===== config.mk =====
export PLATFORM = sky130hd
export DESIGN_NAME = mill_modif_mod
export DESIGN_NICKNAME = d
export VERILOG_FILES = /design/src/rtl/mill_modif_mod.sv
export SDC_FILE = /design/constraint.sdc
export NUM_CORES = 1
export LEC_CHECK = 0
export CAP_MARGIN = 25
export CELL_PAD_IN_SITES_DETAIL_PLACEMENT = 1
export CELL_PAD_IN_SITES_GLOBAL_PLACEMENT = 1
export CORE_MARGIN = 8
export CORE_UTILIZATION = 41
export CTS_CLUSTER_DIAMETER = 40
export DETAILED_ROUTE_END_ITERATION = 6
export GPL_TIMING_DRIVEN = 0
export MAX_ROUTING_LAYER = met4
export PLACE_DENSITY_LB_ADDON = 0.1
export SETUP_SLACK_MARGIN = 0.2
export SLEW_MARGIN = 20
export SYNTH_ARGS = -nofsm -noshare
export SYNTH_HDL_FRONTEND = slang
export SYNTH_SLANG_ARGS = --single-unit

===== constraint.sdc =====
create_clock -name clk -period 2.4 [get_ports clk]
set_clock_uncertainty 0.05 [all_clocks]
set_input_delay 0.48 -clock clk [delete_from_list [all_inputs] [get_ports clk]]
set_output_delay 0.48 -clock clk [all_outputs]
set_load 0.1 [all_outputs]

===== src/rtl/mill_modif_mod.sv =====
// Modified Miller encoder, PCD->PICC, ISO/IEC 14443 Type A at 106 kbit/s.
// Frames bytes with SoC, odd parity and EoC and drives the carrier pause as X/Y/Z cells.
module mill_modif_mod #(
    parameter int unsigned ETU_CLK   = 32,
    parameter int unsigned PAUSE_CLK = 8
) (
    input  logic       clk,
    input  logic       in_PoR,
    input  logic [7:0] in_byte,
    input  logic       in_valid,
    input  logic       in_last,
    input  logic       in_short,
    output logic       out_ready,
    output logic       out_pause,
    output logic       out_busy,
    output logic       out_err
);

    localparam int unsigned CW  = $clog2(ETU_CLK);
    localparam int unsigned CW1 = CW + 1;
    localparam logic [CW-1:0] CNT_LAST = CW'(ETU_CLK - 1);
    localparam logic [CW:0]   Z_END    = CW1'(PAUSE_CLK);
    localparam logic [CW:0]   X_BEG    = CW1'(ETU_CLK / 2);
    localparam logic [CW:0]   X_END    = CW1'(ETU_CLK / 2 + PAUSE_CLK);

    typedef enum logic [2:0] {
        StIdle, StSoc, StData, StParity, StEoc0, StEocy
    } state_e;

    state_e        state_q, state_d;
    logic [CW-1:0] cnt_q, cnt_d;
    logic [7:0]    shift_q, shift_d;
    logic [2:0]    bit_q, bit_d;
    logic          par_q, par_d;
    logic          short_q, short_d;
    logic          cur_last_q, cur_last_d;
    logic [7:0]    hold_q, hold_d;
    logic          hold_last_q, hold_last_d;
    logic          hold_full_q, hold_full_d;
    logic          prev_zero_q, prev_zero_d;
    logic          pause_q, pause_d;
    logic          busy_q, busy_d;
    logic          ready_q, ready_d;
    logic          err_q, err_d;

    logic          tick, accept, start, bypass, hold_load;
    logic          cell_bit, is_z, is_x;
    logic [CW:0]   cnt_w;

    always_comb begin
        tick     = (cnt_q == CNT_LAST);
        accept   = in_valid & ready_q;
        start    = accept & ((state_q == StIdle) | ((state_q == StEocy) & tick));
        // A byte handed over on the last parity edge with the holding register empty
        // goes straight into the shift register so the next data cell follows without a gap.
        bypass   = accept & (state_q == StParity) & tick & ~cur_last_q & ~hold_full_q;
        hold_load = accept & ~start & ~bypass;
        cnt_w    = {1'b0, cnt_q};

        cell_bit = 1'b0;
        is_z     = 1'b0;
        is_x     = 1'b0;
        unique case (state_q)
            StSoc:    is_z = 1'b1;
            StData:   cell_bit = shift_q[0];
            StParity: cell_bit = par_q;
            default:  ;
        endcase
        if ((state_q == StData) || (state_q == StParity) || (state_q == StEoc0)) begin
            is_x = cell_bit;
            is_z = ~cell_bit & prev_zero_q;
        end
        pause_d = (is_z & (cnt_w < Z_END)) | (is_x & (cnt_w >= X_BEG) & (cnt_w < X_END));
    end

    always_comb begin
        state_d     = state_q;
        cnt_d       = (state_q == StIdle) ? '0 : (tick ? '0 : cnt_q + 1'b1);
        shift_d     = shift_q;
        bit_d       = bit_q;
        par_d       = par_q;
        short_d     = short_q;
        cur_last_d  = cur_last_q;
        hold_d      = hold_q;
        hold_last_d = hold_last_q;
        hold_full_d = hold_full_q;
        prev_zero_d = prev_zero_q;
        err_d       = 1'b0;

        if (hold_load) begin
            hold_d      = in_byte;
            hold_last_d = in_last;
            hold_full_d = 1'b1;
        end

        unique case (state_q)
            StIdle: begin
                if (start) state_d = StSoc;
            end
            StSoc: begin
                if (tick) begin
                    state_d     = StData;
                    prev_zero_d = 1'b1;
                end
            end
            StData: begin
                if (tick) begin
                    prev_zero_d = ~cell_bit;
                    shift_d     = shift_q >> 1;
                    bit_d       = bit_q + 3'd1;
                    if (bit_q == (short_q ? 3'd6 : 3'd7)) begin
                        state_d = short_q ? StEoc0 : StParity;
                    end
                end
            end
            StParity: begin
                if (tick) begin
                    prev_zero_d = ~par_q;
                    if (cur_last_q) begin
                        state_d = StEoc0;
                    end else if (hold_full_q) begin
                        state_d     = StData;
                        shift_d     = hold_q;
                        par_d       = ~^hold_q;
                        bit_d       = 3'd0;
                        short_d     = 1'b0;
                        cur_last_d  = hold_last_q;
                        hold_full_d = 1'b0;
                    end else if (bypass) begin
                        state_d    = StData;
                        shift_d    = in_byte;
                        par_d      = ~^in_byte;
                        bit_d      = 3'd0;
                        short_d    = 1'b0;
                        cur_last_d = in_last;
                    end else begin
                        state_d = StEoc0;
                        err_d   = 1'b1;
                    end
                end
            end
            StEoc0: begin
                if (tick) begin
                    state_d     = StEocy;
                    prev_zero_d = 1'b1;
                end
            end
            StEocy: begin
                if (tick) state_d = start ? StSoc : StIdle;
            end
            default: state_d = StIdle;
        endcase

        if (start) begin
            cnt_d      = '0;
            shift_d    = in_byte;
            par_d      = ~^in_byte;
            bit_d      = 3'd0;
            short_d    = in_short;
            cur_last_d = in_last | in_short;
        end
    end

    always_comb begin
        busy_d = (state_d != StIdle);
        unique case (state_d)
            StIdle:           ready_d = 1'b1;
            StData, StParity: ready_d = ~hold_full_d & ~cur_last_d;
            // Lets a new frame start on the very edge that ends the current one.
            StEocy:           ready_d = (cnt_d == CNT_LAST);
            default:          ready_d = 1'b0;
        endcase
    end

    always_ff @(posedge clk or negedge in_PoR) begin
        if (!in_PoR) begin
            state_q     <= StIdle;
            cnt_q       <= '0;
            shift_q     <= '0;
            bit_q       <= '0;
            par_q       <= 1'b0;
            short_q     <= 1'b0;
            cur_last_q  <= 1'b0;
            hold_q      <= '0;
            hold_last_q <= 1'b0;
            hold_full_q <= 1'b0;
            prev_zero_q <= 1'b0;
            pause_q     <= 1'b0;
            busy_q      <= 1'b0;
            ready_q     <= 1'b1;
            err_q       <= 1'b0;
        end else begin
            state_q     <= state_d;
            cnt_q       <= cnt_d;
            shift_q     <= shift_d;
            bit_q       <= bit_d;
            par_q       <= par_d;
            short_q     <= short_d;
            cur_last_q  <= cur_last_d;
            hold_q      <= hold_d;
            hold_last_q <= hold_last_d;
            hold_full_q <= hold_full_d;
            prev_zero_q <= prev_zero_d;
            pause_q     <= pause_d;
            busy_q      <= busy_d;
            ready_q     <= ready_d;
            err_q       <= err_d;
        end
    end

    assign out_pause = pause_q;
    assign out_busy  = busy_q;
    assign out_ready = ready_q;
    assign out_err   = err_q;

endmodule


==> metrics.cfg <==
[global_routing]
grt_max_degree=21
antenna_found_initial=0
grt_pass1_vias=1990
grt_pass1_wl_um=9850
grt_use_total=0.171
grt-ovfl-total=0

[worst_setup_path]
r2r_start=cnt_q[1]$_DFF_PN0_
r2r_setup_slack_ns=0.14
critPathCapture=hold_q[3]$_DFFE_PN0P_
start_kind=flip-flop
path_class=reg -> reg
required_ns=2.53
cp-startpoint=cnt_q[1]$_DFF_PN0_
crit_fanout=9
reg2reg_to=hold_q[3]$_DFFE_PN0P_
arrival_ns=2.39
worst_r2r_path_depth=8
endpoint_kind=flip-flop

[logic_synthesis]
synth_nets=221
ys_warn_count=0
yosysTopAreaCellShare=0.421
synthArstFlopShare=1.00
ys_types=52
synth_area_um2=2140
avgSynthCellArea_um2=10.6
yosys.area.top_type=dfrtp_1
yosys-top-cells-area=dfrtp_1 42%, mux2_2 5.8%, xnor2_1 5.7%
yosysSeqAreaShare=0.433
synth_ff_type=dfrtp_1
synthCells=203
synth_edf_count=0
ys_seq_elements=37

[drt]
ant_nets=0
drc=0
via_per_inst=5.61
dr.pass1.iters=4
vias=1773
totalWireLength_um=6010
drt-initial-drc-count=55
post_drt_wl_per_cell_um=19.0

[die]
die_y_um=88.3
rows=26
coreArea_um2=5070
start_util=0.422
dieArea_um2=7790
die_w_um=88.3
ios=17

[cells_and_area]
final_common_cell=dfrtp_1
finish.utilization=0.565
n_antenna_cell=0
drive_gt1_frac=0.297
fin_nets=264
layout_common_cells=36 x dfrtp_1, 19 x buf_4, 14 x xnor2_1
area_delta_synth_final_pct=33.8

[pwr]
p_leak_nw=1.22
ir_drop_v=0.000550
p_per_area_nw_per_um2=642

[timing]
fin_crit_ns=2.26
worstMarginPinSlew_ns=0.961
period_share=0.942
rsz0062_at_grt=true
relSlewSlack=0.362
hold_viol_final=0
slew_violations=0
setup_viol=0
hold_ws_ns=0.0900
fmax_mhz=442

[cts]
tritoncts=done
path_clk_slew_ns=0.07
clkLatencyLatePin_ns=0.29
root_buffer=clkbuf_8
cts.sinks=37
hold_buffers=0
numCtsBuffers=5
htreeDepth=2
clockBufferDepth=2

[run]
maxCapViolations=0

[placement]
place.gp.congestion=0.841
place_hpwl_um=4180
portBuffers=16

[min_path]
hp-class=in -> async

[run_status]
status=complete, no violations

==> critical path: stages, from the launching register on <==
cell	delay [ns]
dfrtp_1	0.39
ha_2	0.19
and3_4	0.20
ha_4	0.17
and4b_1	0.18
buf_6	0.15
a311oi_4	0.33
buf_12	0.19
mux2_4	0.30
==> cell type report <==
| type | count | area [um^2] |
|---|---|---|
| multi-input combinational | 145 | 1280 |
| timing repair buffer | 36 | 348 |
| sequential | 37 | 931 |
| fill | 571 | 2210 |
| clock inverter | 2 | 35.0 |
| inverter | 12 | 45.0 |
| tap | 70 | 87.6 |
| clock buffer | 5 | 68.8 |
| buffer | 9 | 66.3 |
==> cells by family (layout without fill, tap and decap cells) <==
group / after synthesis / in the layout / synth area share
mux: 22 / 22 / 0.109
simple gates: 52 / 52 / 0.133
buf+inv: 21 / 64 / 0.0432
flops: 37 / 37 / 0.433
xor+xnor: 17 / 17 / 0.0695
fa+ha+maj: 5 / 5 / 0.0292
compound gates: 49 / 49 / 0.183
==> flip-flops by register name, indices dropped and copies added (netlist names) <==
signal,count
hold_q,8
shift_q,8
cnt_q,5
bit_q,3
state_q,3
cur_last_q,1
hold_full_q,1
hold_last_q,1
out_busy,1
out_err,1
out_pause,1
out_ready,1
par_q,1
prev_zero_q,1
short_q,1
==> through the flow <==
step	cell area, um^2	setup WS [ns]	power, mW	TNS, ns	instances
finish	2870	0.138	1.84	0	316
global route	2870	0.0803	1.94	0	316
CTS	2760	0.142	1.85	0	307
detailed placement	2490	-0.179	1.30	-2.61	290
global placement	2470	-0.134	1.29	-3.73	289
floorplan	2220	0.165	1.17	0	203
==> metal layers <==
layer | part of all wire | vias up | track usage | wire length [um]
li1 | - | 820 | - | -
met1 | 0.42 | 912 | 0.193 | 2530
met2 | 0.53 | 30 | 0.295 | 3190
met3 | 0.028 | 11 | 0.0306 | 167
met4 | 0.019 | 0 | 0.0584 | 116
met5 | 0 | - | - | 0
==> power breakdown <==
group / internal, mW / switching [mW] / leakage, nW
clock network: 0.302 / 0.220 / 0.0540
registers: 0.702 / 0.0768 / 0.460
logic: 0.308 / 0.230 / 0.707
total: 1.31 / 0.527 / 1.22
==> cell usage after synthesis, types with 5 or more instances <==
master / n
a21oi_1: 7
buf_2: 5
dfrtp_1: 36
ha_1: 5
inv_1: 12
mux2_2: 11
mux2i_1: 11
nand2_1: 10
nor2_1: 11
nor3_1: 5
o22a_1: 7
o22ai_1: 8
xnor2_1: 14
==> what timing repair did <==
action,CTS,global route
resized for setup,20,8
endpoints found under the hold margin,0,0
setup endpoints to repair,29,20
pin swaps,8,6
setup buffers,10,9
==> how the worst min path moves through the flow <==
| stage | endpoint | from | depth (start not counted) |
|---|---|---|---|
| final | cnt_q[3]$_DFF_PN0_ | in_PoR | 1 |
| after global routing | shift_q[4]$_DFFE_PN0P_ | in_PoR | 1 |
| after CTS | bit_q[1]$_DFFE_PN0P_ | in_PoR | 1 |
| after detailed placement | out_busy$_DFF_PN0_ | in_PoR | 1 |
| after global placement | out_pause$_DFF_PN0_ | cnt_q[3]$_DFF_PN0_ | 1 |
| after floorplan | bit_q[0]$_DFFE_PN0P_ | in_PoR | 0 |
(Power assumes the default switching activity.)
